[src/rtl/pc_seq_pkg.sv]
// Shared types and constants for the program-counter sequencer.
package pc_seq_pkg;

  // Sequencer control state.
  typedef enum logic {
    RUN    = 1'b0,
    HALTED = 1'b1
  } seqState_e;

  localparam logic [31:0] DEFAULT_RESET_PC = 32'h0000_0000;
  localparam int          DEFAULT_STEP     = 4;

  // Number of low address bits that are zero for a STEP-aligned address.
  function automatic int stepBits(input int step);
    return (step <= 1) ? 0 : $clog2(step);
  endfunction

  localparam int DEFAULT_STEP_BITS = stepBits(DEFAULT_STEP);

endpackage

[src/rtl/pc_seq_unit_ras_stack.sv]
// Circular return-address stack. A push while full overwrites the oldest
// entry; a pop while empty leaves the stack untouched. A replace rewrites
// the top entry, or behaves as a push when the stack is empty. The caller
// asserts at most one of push/pop/replace per cycle.
module ras_stack #(
  parameter int ADDR_W    = 32,
  parameter int RAS_DEPTH = 4,
  localparam int PTR_W    = $clog2(RAS_DEPTH),
  localparam int LVL_W    = PTR_W + 1
) (
  input  logic              clk,
  input  logic              rst_n,
  input  logic              push,
  input  logic              pop,
  input  logic              replace,
  input  logic [ADDR_W-1:0] pushData,
  output logic [ADDR_W-1:0] topData,
  output logic              empty,
  output logic              full,
  output logic              ovf,
  output logic              unf
);

  logic [ADDR_W-1:0] mem [RAS_DEPTH];
  logic [PTR_W-1:0]  wrPtr;
  logic [PTR_W-1:0]  topPtr;
  logic [LVL_W-1:0]  level;
  logic              writeNew;

  assign topPtr   = wrPtr - PTR_W'(1);
  assign empty    = (level == '0);
  assign full     = (level == LVL_W'(RAS_DEPTH));
  assign topData  = mem[topPtr];
  assign writeNew = push | (replace & empty);

  // Entry storage: new entries go to the write pointer, replace rewrites the top.
  // NOTE: the entry array carries no reset; the level counter alone decides
  // which entries are valid, so clearing the storage would only cost flops.
  always_ff @(posedge clk) begin
    if (writeNew) begin
      mem[wrPtr] <= pushData;
    end else if (replace) begin
      mem[topPtr] <= pushData;
    end
  end

  // Pointer, fill level and sticky overflow/underflow flags.
  // NOTE: clocked state uses non-blocking assignments so every register
  // samples the pre-edge values regardless of statement order.
  always_ff @(posedge clk or negedge rst_n) begin
    if (!rst_n) begin
      wrPtr <= '0;
      level <= '0;
      ovf   <= 1'b0;
      unf   <= 1'b0;
    end else if (writeNew) begin
      wrPtr <= wrPtr + PTR_W'(1);
      if (full) begin
        ovf <= 1'b1;
      end else begin
        level <= level + LVL_W'(1);
      end
      if (replace) begin
        unf <= 1'b1;
      end
    end else if (pop) begin
      if (empty) begin
        unf <= 1'b1;
      end else begin
        wrPtr <= topPtr;
        level <= level - LVL_W'(1);
      end
    end
  end

endmodule

[src/rtl/pc_seq_unit.sv]
// Program-counter sequencer: PC register with sequential, branch, jump-register,
// call and return sources, a return-address stack, halt/resume control and a
// retired-instruction counter. Drives the instruction-memory fetch address.
module pc_seq_unit
  import pc_seq_pkg::*;
#(
  parameter int                ADDR_W    = 32,
  parameter int                STEP      = DEFAULT_STEP,
  parameter logic [ADDR_W-1:0] RESET_PC  = ADDR_W'(DEFAULT_RESET_PC),
  parameter int                RAS_DEPTH = 4,
  parameter int                CNT_W     = 32
) (
  input  logic              clk,
  input  logic              rst_n,
  input  logic              stall,
  input  logic              br_taken,
  input  logic [ADDR_W-1:0] br_target,
  input  logic              call,
  input  logic              jr_valid,
  input  logic [ADDR_W-1:0] jr_target,
  input  logic              ret,
  input  logic              halt,
  input  logic              resume,
  output logic [ADDR_W-1:0] pc,
  output logic [ADDR_W-1:0] next_seq_pc,
  output logic              halted,
  output logic              ras_empty,
  output logic              ras_full,
  output logic              ras_ovf,
  output logic              ras_unf,
  output logic [CNT_W-1:0]  instr_count
);

  localparam int                ALIGN_BITS = stepBits(STEP);
  localparam logic [ADDR_W-1:0] STEP_INC   = ADDR_W'(STEP);
  localparam logic [ADDR_W-1:0] ALIGN_MASK = ~ADDR_W'((64'd1 << ALIGN_BITS) - 64'd1);

  seqState_e         state;
  seqState_e         nextState;
  logic [ADDR_W-1:0] pcNext;
  logic [ADDR_W-1:0] brAligned;
  logic [ADDR_W-1:0] jrAligned;
  logic [ADDR_W-1:0] rasTop;
  logic              countInc;
  logic              rasPush;
  logic              rasPop;
  logic              rasReplace;

  assign next_seq_pc = pc + STEP_INC;
  assign brAligned   = br_target & ALIGN_MASK;
  assign jrAligned   = jr_target & ALIGN_MASK;

  ras_stack #(
    .ADDR_W    (ADDR_W),
    .RAS_DEPTH (RAS_DEPTH)
  ) u_ras (
    .clk      (clk),
    .rst_n    (rst_n),
    .push     (rasPush),
    .pop      (rasPop),
    .replace  (rasReplace),
    .pushData (next_seq_pc),
    .topData  (rasTop),
    .empty    (ras_empty),
    .full     (ras_full),
    .ovf      (ras_ovf),
    .unf      (ras_unf)
  );

  // State register.
  always_ff @(posedge clk or negedge rst_n) begin
    if (!rst_n) begin
      state <= RUN;
    end else begin
      state <= nextState;
    end
  end

  // Next-state logic: halt enters HALTED, resume leaves it; stall freezes both.
  // NOTE: every combinational output gets a default before any branch, so no
  // path leaves it unassigned and no latch is inferred.
  always_comb begin
    nextState = state;
    if (!stall) begin
      case (state)
        RUN:     if (halt)   nextState = HALTED;
        HALTED:  if (resume) nextState = RUN;
        default: nextState = RUN;
      endcase
    end
  end

  // Output logic: halt indicator.
  always_comb begin
    halted = (state == HALTED);
  end

  // Next-PC selection, stack operations and count enable by source priority.
  always_comb begin
    pcNext     = pc;
    countInc   = 1'b0;
    rasPush    = 1'b0;
    rasPop     = 1'b0;
    rasReplace = 1'b0;
    if (!stall) begin
      case (state)
        RUN: begin
          if (!halt) begin
            countInc = 1'b1;
            if (ret) begin
              if (call) begin
                // Tail call: return to top, top becomes the new link.
                rasReplace = 1'b1;
                pcNext     = ras_empty ? brAligned : rasTop;
              end else begin
                rasPop = 1'b1;
                pcNext = ras_empty ? next_seq_pc : rasTop;
              end
            end else if (jr_valid) begin
              pcNext = jrAligned;
            end else if (call) begin
              rasPush = 1'b1;
              pcNext  = brAligned;
            end else if (br_taken) begin
              pcNext = brAligned;
            end else begin
              pcNext = next_seq_pc;
            end
          end
        end
        HALTED: begin
          if (resume) begin
            countInc = 1'b1;
            pcNext   = next_seq_pc;
          end
        end
        default: pcNext = pc;
      endcase
    end
  end

  // PC register and retired-instruction counter.
  always_ff @(posedge clk or negedge rst_n) begin
    if (!rst_n) begin
      pc          <= RESET_PC;
      instr_count <= '0;
    end else begin
      pc <= pcNext;
      if (countInc) begin
        instr_count <= instr_count + CNT_W'(1);
      end
    end
  end

endmodule

[config.mk]
export PLATFORM = sky130hd
export DESIGN_NAME = pc_seq_unit
export DESIGN_NICKNAME = d
export VERILOG_FILES = /design/src/rtl/pc_seq_pkg.sv /design/src/rtl/pc_seq_unit_ras_stack.sv /design/src/rtl/pc_seq_unit.sv
export SDC_FILE = /design/constraint.sdc
export NUM_CORES = 1
export LEC_CHECK = 0
export BUFFER_PORTS_ARGS = -buffer_cell sky130_fd_sc_hd__buf_2
export CORE_ASPECT_RATIO = 1.75
export CORE_MARGIN = 3
export CORE_UTILIZATION = 57
export CTS_CLUSTER_SIZE = 8
export DETAILED_ROUTE_END_ITERATION = 6
export HOLD_SLACK_MARGIN = 0.1
export PLACE_DENSITY = 0.83
export SETUP_SLACK_MARGIN = 0.02
export SLEW_MARGIN = 20
export SYNTH_ARGS = -nofsm -noshare
export SYNTH_HDL_FRONTEND = slang
export SYNTH_SLANG_ARGS = --single-unit
[constraint.sdc]
create_clock -name clk -period 5.4 [get_ports clk]
set_input_delay 0.27 -clock clk [delete_from_list [all_inputs] [get_ports clk]]
set_output_delay 0.27 -clock clk [all_outputs]
set_load 0.005 [all_outputs]
## Yosys cells after proc, flatten, opt, wreduce, memory -nomap -nowiden

Memories as Yosys holds them, arrays and structs flattened.
Cells that the tools add are included.
Widths: inputs -> output; s select.

| storage, ports and cells | value |
|---|---|
| register bits | 72 |
| memory bits (writable) | 128 |
| input bits | 73 |
| output and inout port bits | 101 |
| logic and storage cells | 84 |
| memories kept | 1 |

Memory list:

| name | words | width | read ports | clocked after Yosys merged registers in | wr ports | RTL line | source |
|---|---|---|---|---|---|---|---|
| u_ras.mem | 4 | 32 | 1 | 0 | 1 | pc_seq_unit_ras_stack.sv:24 | `logic [ADDR_W-1:0] mem [RAS_DEPTH];` |

| cells by class | value |
|---|---|
| add/sub/neg operators | 6 |
| equality and inequality tests | 6 |
| multiplexer cells | 51 |
| bitwise logic cells | 4 |
| reduce and logical (&&, ||, !) cells | 9 |

Operators by type and width:

| kind | number |
|---|---|
| $mux 32 | 10 |
| $pmux 32 s2 | 1 |
| $add 32x1->32 const B | 1 |
| $add 32x3->32 const B | 1 |
| $reduce_or 32->1 | 1 |
| $mux 1 | 30 |
| $mux 3 | 4 |
| $reduce_and 3->1 | 3 |
| $mux 2 | 4 |
| $ne 2x2->1 const B | 3 |
| $ne 2x1->1 const B | 2 |
| $pmux 1 s2 | 2 |
| $reduce_and 2->1 | 2 |
| $reduce_bool 2->1 | 2 |
| $add 3x1->3 const B | 1 |
| $eq 3x3->1 const B | 1 |
| $logic_not 3->1 | 1 |
| $sub 3x1->3 const B | 1 |
| $add 2x1->2 const B | 1 |
| $not 1->1 | 2 |
| $sub 2x1->2 const B | 1 |
| $and 1x1->1 | 1 |
| $or 1x1->1 | 1 |

## Depth between registers and ports, before layout

Gate-level depths: netlist (run 1).

| depth | value |
|---|---|
| word-level depth | 11 |
| gate-level depth with buffers | 9 |
| depth with buffers taken out | 7 |

## Cells and area by module

Synthesis (run 1) repeated with hierarchy kept, for this count alone.

| unflattened totals | value |
|---|---|
| cells, all modules | 891 |
| area, all modules | 10475.0 sq um |

Modules (own cells, without submodules):

| module | instances | cells each | area each (sq um) | seq. area each (sq um) |
|---|---|---|---|---|
| pc_seq_unit | 1 | 665 | 5358.9 | 1626.6 |
| ras_stack | 1 | 226 | 5116.2 | 4018.9 |

## Worst setup path after synthesis (run 1)

OpenSTA, ideal clock, no wires.

| path | value |
|---|---|
| path kind | register -> register |
| from | register u_ras.wrPtr[0] |
| to | memory u_ras.mem[2][0], enable pin |
| library setup time | 468 ps |
| arrival time | 4106 ps |
| data required time | 4932 ps |
| setup slack | 826 ps |
| cell stages (with the launch flop) | 8 |
| buffers on the path | 4 |
| cell sequence | dfrtp_1 buf_2 buf_2 buf_2 clkbuf_1 xnor2_1 a21oi_1 nor3b_1 |

| between the ends | value |
|---|---|
| longest elaborated chain between the ends | 2 |

Ends and longest elaborated chain:

| item | RTL line | source |
|---|---|---|
| start: declaration | pc_seq_unit_ras_stack.sv:25 | `logic [PTR_W-1:0] wrPtr;` |
| start signal: assignment | pc_seq_unit_ras_stack.sv:57 | `wrPtr <= wrPtr + PTR_W'(1);` |
| start signal: assignment | pc_seq_unit_ras_stack.sv:70 | `wrPtr <= topPtr;` |
| $sub 2x1->2 | pc_seq_unit_ras_stack.sv:30 | `assign topPtr = wrPtr - PTR_W'(1);` |
| $mux 2 (no line) * | n/a |  |
| end: declaration | pc_seq_unit_ras_stack.sv:24 |  |

Mark *: on every way between the ends. The rest lies on a longest branch, timed or not.

## Worst setup path in the final report (run 1)

| path | value |
|---|---|
| from | register pc[8] |
| to | output next_seq_pc[19] |

| between the ends | value |
|---|---|
| longest elaborated chain between the ends | 1 |

Ends and longest elaborated chain:

| item | RTL line | source |
|---|---|---|
| start: declaration | pc_seq_unit.sv:24 | `output logic [ADDR_W-1:0] pc,` |
| start signal: assignment | pc_seq_unit.sv:148 | `pc <= pcNext;` |
| $add 32x3->32 | pc_seq_unit.sv:49 | `assign next_seq_pc = pc + STEP_INC;` |
| end: declaration | pc_seq_unit.sv:25 | `output logic [ADDR_W-1:0] next_seq_pc,` |

No other way between the ends.

==> results of run 1 <==
[cell type report]
type                    count  area share [%]
multi-input cells         647            36.6
clock buffers              22            4.05
clock inverters            10           0.667
inverters                  21           0.657
repair buffers            188            8.55
flip-flops and latches    200            47.0
well taps                 231            2.41
[registers in the layout, summed over array words and instances (netlist names)]
name         cells
u_ras.mem      128
instr_count     32
pc              32
u_ras.level      3
u_ras.wrPtr      2
halted           1
u_ras.ovf        1
u_ras.unf        1
[metrics by stage]
stage | worst slack, ns | util (%) | instance area [um2] | power [uW] | hold WS, ns
finish | 2.07 | 68.2 | 12000 | 5320 | 0.130
global route | 1.99 | 68.2 | 12000 | 5560 | 0.133
CTS | 2.08 | 67.8 | 11900 | 5290 | 0.107
detailed placement | 2.11 | 64.5 | 11400 | 4060 | 0.463
global placement | 2.11 | 64.5 | 11400 | 4000 | 0.458
floorplan | 0.826 | - | 10300 | 3340 | -0.0256
[how the worst max path moves through the flow]
stage | endpoint | slack (ns) | cells past startpoint
finish | next_seq_pc[19] | 2.07 | 5
global route | next_seq_pc[19] | 1.99 | 5
global placement | u_ras.mem[3][24] | 2.11 | 7
floorplan | u_ras.mem[2][0] | 0.83 | 7
CTS | u_ras.mem[3][24] | 2.08 | 7
detailed placement | u_ras.mem[3][24] | 2.11 | 7
[synth_stat cells (6+ instances only)]
library cell,number,share of area (%)
edfxtp_1,128,37
nand2_1,121,4.4
dfrtp_1,72,17
nor2_1,61,2.2
a21oi_1,58,2.8
o21ai_0,56,2.7
nand3_1,49,2.4
xnor2_1,41,3.5
clkbuf_1,38,1.4
mux4_2,32,7.0
xor2_1,22,1.9
nor3_1,21,1.0
inv_1,18,0.65
and3_1,15,0.91
a211oi_1,14,1.0
nand4_1,12,0.73
a31oi_1,11,0.67
buf_1,11,0.40
or3_1,9,0.55
buf_2,8,0.39
a21o_1,6,0.44
a221oi_1,6,0.51
nor4_1,6,0.36
o211ai_1,6,0.44
[layer usage]
layer	vias up	part of all wire, %
met5	-	0
met4	0	7.0
met3	181	9.9
met2	670	50
met1	4265	34
li1	3777	-
[cell families after synthesis]
group                      Yosys count  synth area share, %
and+or+nand+nor                    324                 15.1
AOI/OAI and AO/OA                  220                 13.8
DFF                                200                 54.7
buffers and inverters               81                 3.13
xor gates and xnor gates            64                 5.50
muxes                               36                 7.38
adders and majority gates            3                0.436
[where the power goes]
part           switching (uW)  internal (uW)  total [uW]
Clock                     583            654        1240
Combinational            1060            750        1810
Sequential                346           1920        2270
==> results.txt, run 1 <==
hold crit path type - input port to flip-flop
fin crit period - 3.33 ns
outcome - finished clean
largest net degree at the start of global routing - 73
GRT overflow - 0
WHS Path Cells - 2
VDD IR max - 271 uV
Top FF cell, synth - edfxtp_1
Max stage delay on crit path - 0.79 ns
Critical Path RT - 5.13 ns
GRT Max-Usage Layer - met2
post-layout net count - 1151
area of the multi-input gates - 4400 um2
Core Region - 17600 um2
FF-to-FF End - u_ras.mem[3][2]
ant diodes - 0
Setup-failing EPs final - 0
DRT antenna net count - 0
vias in the first global route - 8891
share of layout cells above drive strength 1 - 25.1%
max cap viols - 0
FF-to-FF setup slack - 2.32 ns
area growth from synthesis to layout - 16.3%
WL final - 32000 um
Final HPWL DP - 21500 um
wire per inst - 24.3 um
die area - 19800 um2
sequential cell area - 5650 um2
Worst-path clk slew - 0.07 ns
Worst Hold End - halted
DRT iter0 DRCs - 1088
worst rel slew slack - 23.7%
Slowest cell on crit path - nor4_2
Cell Chain, Critical Path - nand3_2 > nor4_2 > nand3_1 > xnor2_1 > buf_2
ys async rst share - 36.0%
CTS root buf - clkbuf_16
CTS Hold Bufs - 1
placed cell count - 1284
crit-path leading delay family - simple AND/OR/NAND/NOR gates
GP Congestion - 1.02
unrepaired setup endpoints after global routing - false
I/O Buffers - 169
Power Density - 443 nW/um2
synthesized cell area - 10300 um2
DR vias - 8893
met3 Use GR - 7.10%
first-pass GRT wire length - 48200 um
met1 GRT Util - 38.0%
Worst Tran Pin Value - 1.14 ns
final hold viol count - 0
drt pass-1 iters - 6
R2R depth - 8
Global Route met2 Usage - 52.8%
PostCTS Resize Cnt - 0
synthesized area per cell - 11.1 um2
Layout fillers - 1318
Worst setup SP type - flip-flop
worst-skew pair later-pin latency - 0.45 ns
Synthesized Nets - 1004
Max Root-Sink Buffers - 2
CTS HTree Levels - 4
chip height - 184 um
Setup Crit Path Kind - flip-flop to primary output
Fmax - 0.300 GHz
critical path startpoint - pc[8]
# IOs - 174
cell row count - 64
commonest non-fill, non-tap cell in the layout - buf_2
fin cells - 1319
Starting Density - 58.6%
worst r2r src - u_ras.level[0]
max-slew violation count - 0
TritonCTS clock tree - yes
Ys Warns - 0
die width - 108 um
Worst Skew - 0.0165 ns
Tcrit/Tclk final - 61.7%
global-route usage over all layers - 32.4%
final setup TNS - 0 ns
Syn Inst Count - 928
clock sinks - 200
vias per cell - 6.74
register area share after synthesis - 54.7%
Post-synth EDFFs - 128
Post-CTS Setup Repair Bufs - 0
Num CTS Buffers - 17
CP max FO - 8
drt drc - 0
CP arrival - 3.06 ns
worst min-delay path startpoint - stall
Critical path buffers and inverters - 1
leak pwr - 0.00470 uW
commonest non-fill, non-tap cells in the layout - buf_2, edfxtp_1, nand2_1
number of distinct library cells after synthesis - 69
initial antenna violation count - 0
type of destination of the critical path - primary output
flops & latches, synth - 200
Note: power is estimated with default switching activity, not from simulation.
==> inputs of run 2 (changes only) <==
ABC_AREA = 1   (was default)
CORE_UTILIZATION = 52   (was 57)
PLACE_DENSITY = 0.79   (was 0.83)
clock period = 3 ns   (was 5.4 ns; I/O delays follow)
==> run 2 against run 1 <==
Against the previous run:
- cell area increased by 4.6%
- non-clock buffer count increased by 13
- hold slack got worse by 0.0086 ns
- worst setup slack got worse by 1.7 ns
- count of clock-buffer cells in the layout decreased by 3
- core utilization decreased by 6.8 points
- combinational power increased by 120%
- register-to-register slack got worse by 1.7 ns
- largest power group unchanged
- highest routed layer unchanged
==> results.txt, run 2 <==
outcome - finished clean
vias per cell - 5.79 (-14%)
I/O Buffers - 169 (unchanged)
worst rel slew slack - 47.8% (+24 points)
Placed Area - 12000 um2 (+5.3%)
CP max FO - 8 (unchanged)
first-pass GRT wire length - 52000 um (+7.9%)
count leader, synth - nand2_1
Synthesized Nets - 1385 (+38%)
post-layout net count - 1541 (+34%)
top flop regs - u_ras.mem: 128 flops, instr_count: 32 flops, pc: 32 flops
Ys Warns - 0 (unchanged)
flops & latches, synth - 200 (unchanged)
Worst Setup Slack, final - 0.329 ns (-1.74 ns)
most frequent cells after synthesis - nand2_1, edfxtp_1, nor2_1, inv_1, dfrtp_1
GRT overflow - 0 (unchanged)
number of flip-flops in the largest register - 128 (unchanged)
vias in the first global route - 9904 (+11%)
Top FF cell, synth - edfxtp_1
die area - 22700 um2 (+15%)
CTS HTree Levels - 4 (unchanged)
Fmax - 0.374 GHz
GP Congestion - 0.956 (-6.1%)
Post-CTS Setup Repair Bufs - 0 (unchanged)
Tcrit/Tclk final - 89.0%
worst-skew pair later-pin latency - 0.43 ns (-0.02 ns)
chip height - 197 um (+7.2%)
top-area cell type share of the netlist area - 35.4% (-1.9 points)
number of distinct library cells after synthesis - 53 (-23%)
hold crit path type - input port to flip-flop
ys async rst share - 36.0% (unchanged)
clock sinks - 200 (unchanged)
commonest non-fill, non-tap cell in the layout - nand2_1
Setup Crit Path Kind - flip-flop to primary output
Design Area, Final - 12600 um2 (+4.6%)
type of destination of the critical path - primary output
share of layout cells above drive strength 1 - 18.3% (-6.8 points)
register area share after synthesis - 51.9% (-2.7 points)
DRT iter0 DRCs - 856 (-21%)
Power Density - 827 nW/um2 (+87%)
Worst Tran Pin Value - 0.783 ns (-0.362 ns)
VDD IR max - 417 uV (+54%)
WL final - 33400 um (+4.3%)
max-slew violation count - 0 (unchanged)
Placement Setup Slack - 0.662 ns (-1.45 ns)
commonest non-fill, non-tap cells in the layout - nand2_1, buf_2, edfxtp_1
wire per inst - 19.3 um (-20%)
DRT antenna net count - 0 (unchanged)
fin crit period - 2.67 ns
Reg with most FFs - u_ras.mem
area of the multi-input gates - 4560 um2 (+3.6%)
max cap viols - 0 (unchanged)
utilization after layout - 61.4% (-6.8 points)
largest area contributor in the synthesized netlist - edfxtp_1
die width - 115 um (+7.0%)
Worst Skew - 0.0106 ns (-0.00586 ns)
combinational power share - 39.1% (+5.0 points)
initial antenna violation count - 0 (unchanged)
area growth from synthesis to layout - 15.6%
drt drc - 0 (unchanged)
Net Switching - 4270 uW (+110%)
Core Region - 20500 um2 (+16%)
Internal - 6120 uW (+84%)
clock power share - 21.2% (-2.1 points)
final hold viol count - 0 (unchanged)
Syn Inst Count - 1309 (+41%)
largest cells by area after synthesis - edfxtp_1, dfrtp_1, nand2_1, nor2_1, inv_1
cell row count - 69 (+7.8%)
sequential cell area - 5650 um2 (about the same)
TritonCTS clock tree - yes
global-route usage over all layers - 29.8% (-2.6 points)
Worst setup SP type - flip-flop
Setup-failing EPs final - 0 (unchanged)
Starting Density - 53.1% (-5.5 points)
drt pass-1 iters - 5 (-1)
largest net degree at the start of global routing - 73 (unchanged)
DR vias - 9990 (+12%)
# IOs - 174 (unchanged)
Critical Path RT - 2.85 ns (-2.28 ns)
Max Root-Sink Buffers - 2 (unchanged)
unrepaired setup endpoints after global routing - false
Final HPWL DP - 23000 um (+7.0%)
Worst-path clk slew - 0.07 ns (about the same)
synthesized cell area - 10900 um2 (+5.3%)
CP arrival - 2.52 ns (-0.54 ns)
Num CTS Buffers - 17 (unchanged)
leak pwr - 0.00576 uW (+23%)
PostCTS Resize Cnt - 0 (unchanged)
ant diodes - 0 (unchanged)
CTS root buf - clkbuf_16
sequential power share - 39.7% (-2.9 points)
Post-synth EDFFs - 128 (unchanged)
synthesized area per cell - 8.30 um2 (-25%)
Layout fillers - 1761 (+34%)
switching portion of total power - 41.1% (+3.6 points)
## run 2: final cells by class
type,instances,share of cell area [%]
well taps,248,2.47
clock inverters,13,0.956
repair buffers,201,8.73
flip-flops and latches,200,44.9
clock buffers,19,3.53
inverters,103,3.10
multi-input cells,942,36.3
## run 2: stage by stage
stage	total power (uW)	hold slack, ns	std cells	TNS (ns)
floorplan	6490	-0.146	1309	-5.52
CTS	10400	0.105	1726	0
global placement	8060	0.356	1692	0
global route	11000	0.154	1726	0
finish	10400	0.122	1726	0
detailed placement	8170	0.362	1692	0
## run 2: cell families (layout without fill, tap and decap cells)
family | after synthesis | in the layout | share of synthesized area (%)
AOI/OAI and AO/OA | 179 | 179 | 9.76
adders and majority gates | 3 | 3 | 0.414
buffers and inverters | 167 | 336 | 6.29
muxes | 2 | 2 | 0.230
xor gates and xnor gates | 50 | 50 | 4.03
and+or+nand+nor | 708 | 708 | 27.3
DFF | 200 | 200 | 51.9
## run 2: repair_timing
action                                  CTS  global route
hold endpoints to repair                 73             0
endpoints found under the setup margin    0             0
hold buffers                              2             0
## run 2: worst paths after layout
path                                      from                to  slack [ns]  depth (start not counted)
worst min-delay path              jr_target[4]             pc[4]        0.12                          5
max in group asynchronous                rst_n             pc[4]        2.12                          2
worst min register to register       u_ras.ovf         u_ras.ovf        0.46                          2
min in group asynchronous                rst_n            pc[23]        0.33                          2
worst max-delay path                     pc[3]   next_seq_pc[16]        0.33                          7
worst max register to register  u_ras.wrPtr[1]  u_ras.mem[0][21]        0.58                          9
## run 2: power by group through the flow
stage	Sequential, uW	Clock (uW)	Combinational, uW
global placement	4160	0	3900
CTS	4110	2250	4040
floorplan	3990	0	2500
detailed placement	4160	0	4000
finish	4130	2210	4060
global route	4170	2340	4530
## run 2: critical path, cell delays in order, from the launching register on
cell     delay, ns
dfrtp_1       0.44
ha_1          0.25
nand2_1       0.09
nor2_2        0.17
nand2_1       0.10
nor2_1        0.30
xor2_1        0.50
buf_2         0.23
## run 2: per-layer routing
metal	vias up	track usage (%)	wire length, um
met3	147	6.01	3310
met2	629	49.8	16500
li1	4634	-	-
met5	-	0	0
met1	4580	34.9	11400
met4	0	18.2	2170
==> inputs of run 3 (changes only) <==
ABC_AREA = default   (was 1)
CORE_UTILIZATION = 51   (was 52)
PLACE_DENSITY = 0.78   (was 0.79)
==> run 3 against run 2 <==
Against the previous run:
- combinational power shrank 16%
- fmax down 7.4%
- sequential cell count is the same
- clock power barely moved
- critical path depth decreased by 1
- first-iteration DRC count fell by 2.6%
- core utilization rose by 0.65 points
- hold slack improved by 0.012 ns
- die area down 3.0%
- non-clock buffer count grew 20
- count of clock-buffer cells in the layout rose by 2
- critical path type unchanged
- largest cell class unchanged
- highest routed layer unchanged
==> results.txt, run 3 (same netlist as run 1, synthesis figures left out) <==
I/O Buffers - 169 (unchanged)
Placed Area - 11600 um2 (-2.8%)
Net Switching - 3610 uW (-15%)
DRT iter0 DRCs - 834 (-2.6%)
hold crit path type - input port to flip-flop
CP arrival - 2.74 ns (+0.22 ns)
die width - 114 um (-1.5%)
vias per cell - 6.45 (+11%)
Setup-failing EPs final - 0 (unchanged)
TritonCTS clock tree - yes
post-layout net count - 1184 (-23%)
clock power share - 22.6% (+1.4 points)
Fmax - 0.347 GHz (-7.4%)
switching portion of total power - 37.2% (-3.8 points)
max-slew violation count - 0 (unchanged)
clock sinks - 200 (unchanged)
Num CTS Buffers - 17 (unchanged)
die area - 22100 um2 (-3.0%)
fin crit period - 2.89 ns (+0.215 ns)
Slowest cell on crit path - or4_4
Worst Skew - 0.0121 ns (+0.00150 ns)
GP Congestion - 0.971 (+1.6%)
CP max FO - 7 (-1)
Cell Chain, Critical Path - nand4_4 > or4_4 > nor3_4 > nand4_1 > xnor2_2 > buf_2
chip height - 194 um (-1.5%)
initial antenna violation count - 0 (unchanged)
max cap viols - 0 (unchanged)
global-route usage over all layers - 30.1% (+0.28 points)
Max Root-Sink Buffers - 2 (unchanged)
DR vias - 8806 (-12%)
combinational power share - 35.3% (-3.8 points)
Starting Density - 52.1% (-1.0 points)
WL final - 32900 um (-1.6%)
drt drc - 0 (unchanged)
Critical Path RT - 2.85 ns (about the same)
number of flip-flops in the largest register - 128 (unchanged)
Worst-path clk slew - 0.07 ns (about the same)
largest net degree at the start of global routing - 73 (unchanged)
Final HPWL DP - 23400 um (+1.7%)
Worst Tran Pin Value - 1.01 ns (+0.232 ns)
area growth from synthesis to layout - 19.1%
CTS HTree Levels - 4 (unchanged)
Tcrit/Tclk final - 96.2% (+7.2 points)
Design Area, Final - 12300 um2 (-2.1%)
wire per inst - 24.1 um (+24%)
ant diodes - 0 (unchanged)
Setup Crit Path Kind - flip-flop to primary output
cell row count - 68 (-1.4%)
final setup TNS - 0 ns (unchanged)
leak pwr - 0.00489 uW (-15%)
share of layout cells above drive strength 1 - 27.7% (+9.3 points)
# IOs - 174 (unchanged)
commonest non-fill, non-tap cells in the layout - buf_2, edfxtp_1, nand2_1
Core Region - 19800 um2 (-3.1%)
Reg with most FFs - u_ras.mem
type of destination of the critical path - primary output
DRT antenna net count - 0 (unchanged)
placed cell count - 1327 (-22%)
worst-skew pair later-pin latency - 0.44 ns (about the same)
Internal - 6080 uW (-0.64%)
GRT overflow - 0 (unchanged)
Power Density - 788 nW/um2 (-4.7%)
worst rel slew slack - 32.4% (-15 points)
drt pass-1 iters - 6 (+1)
sequential power share - 42.1% (+2.4 points)
VDD IR max - 493 uV (+18%)
first-pass GRT wire length - 50100 um (-3.6%)
commonest non-fill, non-tap cell in the layout - buf_2
top flop regs - u_ras.mem: 128 flops, instr_count: 32 flops, pc: 32 flops
CTS root buf - clkbuf_16
final hold viol count - 0 (unchanged)
vias in the first global route - 8854 (-11%)
outcome - finished clean
Worst setup SP type - flip-flop
hold_ws - 0.134 ns (+0.0120 ns)
Max stage delay on crit path - 0.58 ns (+0.08 ns)
fin cells - 1366 (-21%)
run 3: cell types whose count changed in the layout (fill, tap and decap cells not counted), sizes merged, moves of 11 or more:
cell / previous run / this run
nor2: 129 / 61
a211oi: 1 / 14
inv: 105 / 25
xnor2: 18 / 42
buf: 199 / 217
nor3: 10 / 22
mux4: 0 / 32
a41oi: 13 / 2
o21ai: 68 / 56
nand2: 471 / 121
nand3: 69 / 50
and3: 0 / 15
run 3: final cells by class:
class / instances / area, um2
Tap cell: 245 / 307
Clock buffer: 21 / 472
Clock inverter: 11 / 82.6
Inverter: 21 / 78.8
Timing Repair Buffer: 221 / 1270
Multi-Input combinational cell: 647 / 4440
Fill cell: 1585 / 7520
Sequential cell: 200 / 5650
run 3: routing by layer:
layer  vias to the layer above  wire length, um  part of all wire [%]  global-route usage (%)
li1                       3838                -                     -                       -
met1                      4303            11500                    35                    35.1
met2                       528            16600                    51                    50.7
met3                       137             2580                   7.9                    5.00
met4                         0             2110                   6.4                    19.4
met5                         -                0                     0                       0
run 3: timing repair:
item / in CTS / in global routing
setup buffers: 0 / 3
endpoints found under the hold margin: 75 / 0
pin swaps: 0 / 4
resized for setup: 2 / 5
hold buffers: 4 / 0
setup endpoints to repair: 2 / 7
run 3: worst max-delay path: cells and delay by family (launching register included):
| kind | cells | cell delay (ns) |
|---|---|---|
| buffers and inverters | 1 | 0.17 |
| xor gates and xnor gates | 1 | 0.33 |
| and+or+nand+nor | 4 | 1.26 |
| DFF | 1 | 0.52 |
run 3: final timing paths:
check | slack (ns) | cells after the start | endpoint | from
setup / recovery | 0.11 | 6 | next_seq_pc[25] | pc[13]
setup reg to reg | 0.47 | 9 | pc[12] | pc[2]
min in group asynchronous | 0.42 | 2 | instr_count[6] | rst_n
hold / removal | 0.13 | 3 | pc[10] | jr_target[10]
max in group asynchronous | 1.87 | 2 | pc[7] | rst_n
hold reg to reg | 0.47 | 1 | u_ras.ovf | u_ras.ovf
run 3: through the flow:
step                      total power (uW)  setup WS, ns  utilization [%]
after global routing                 10200      -0.00163             62.1
after floorplan                       6020        -0.324                -
after CTS                             9680        0.0717             61.8
after global placement                7400         0.517             58.7
after detailed placement              7490         0.459             58.7
final                                 9700         0.114             62.1
run 3: power by group through the flow:
stage               Combinational (uW)  Sequential (uW)  Clock, uW
floorplan                         2180             3840          0
CTS                               3390             4070       2210
finish                            3420             4080       2190
global route                      3700             4140       2320
detailed placement                3370             4120          0
global placement                  3290             4110          0
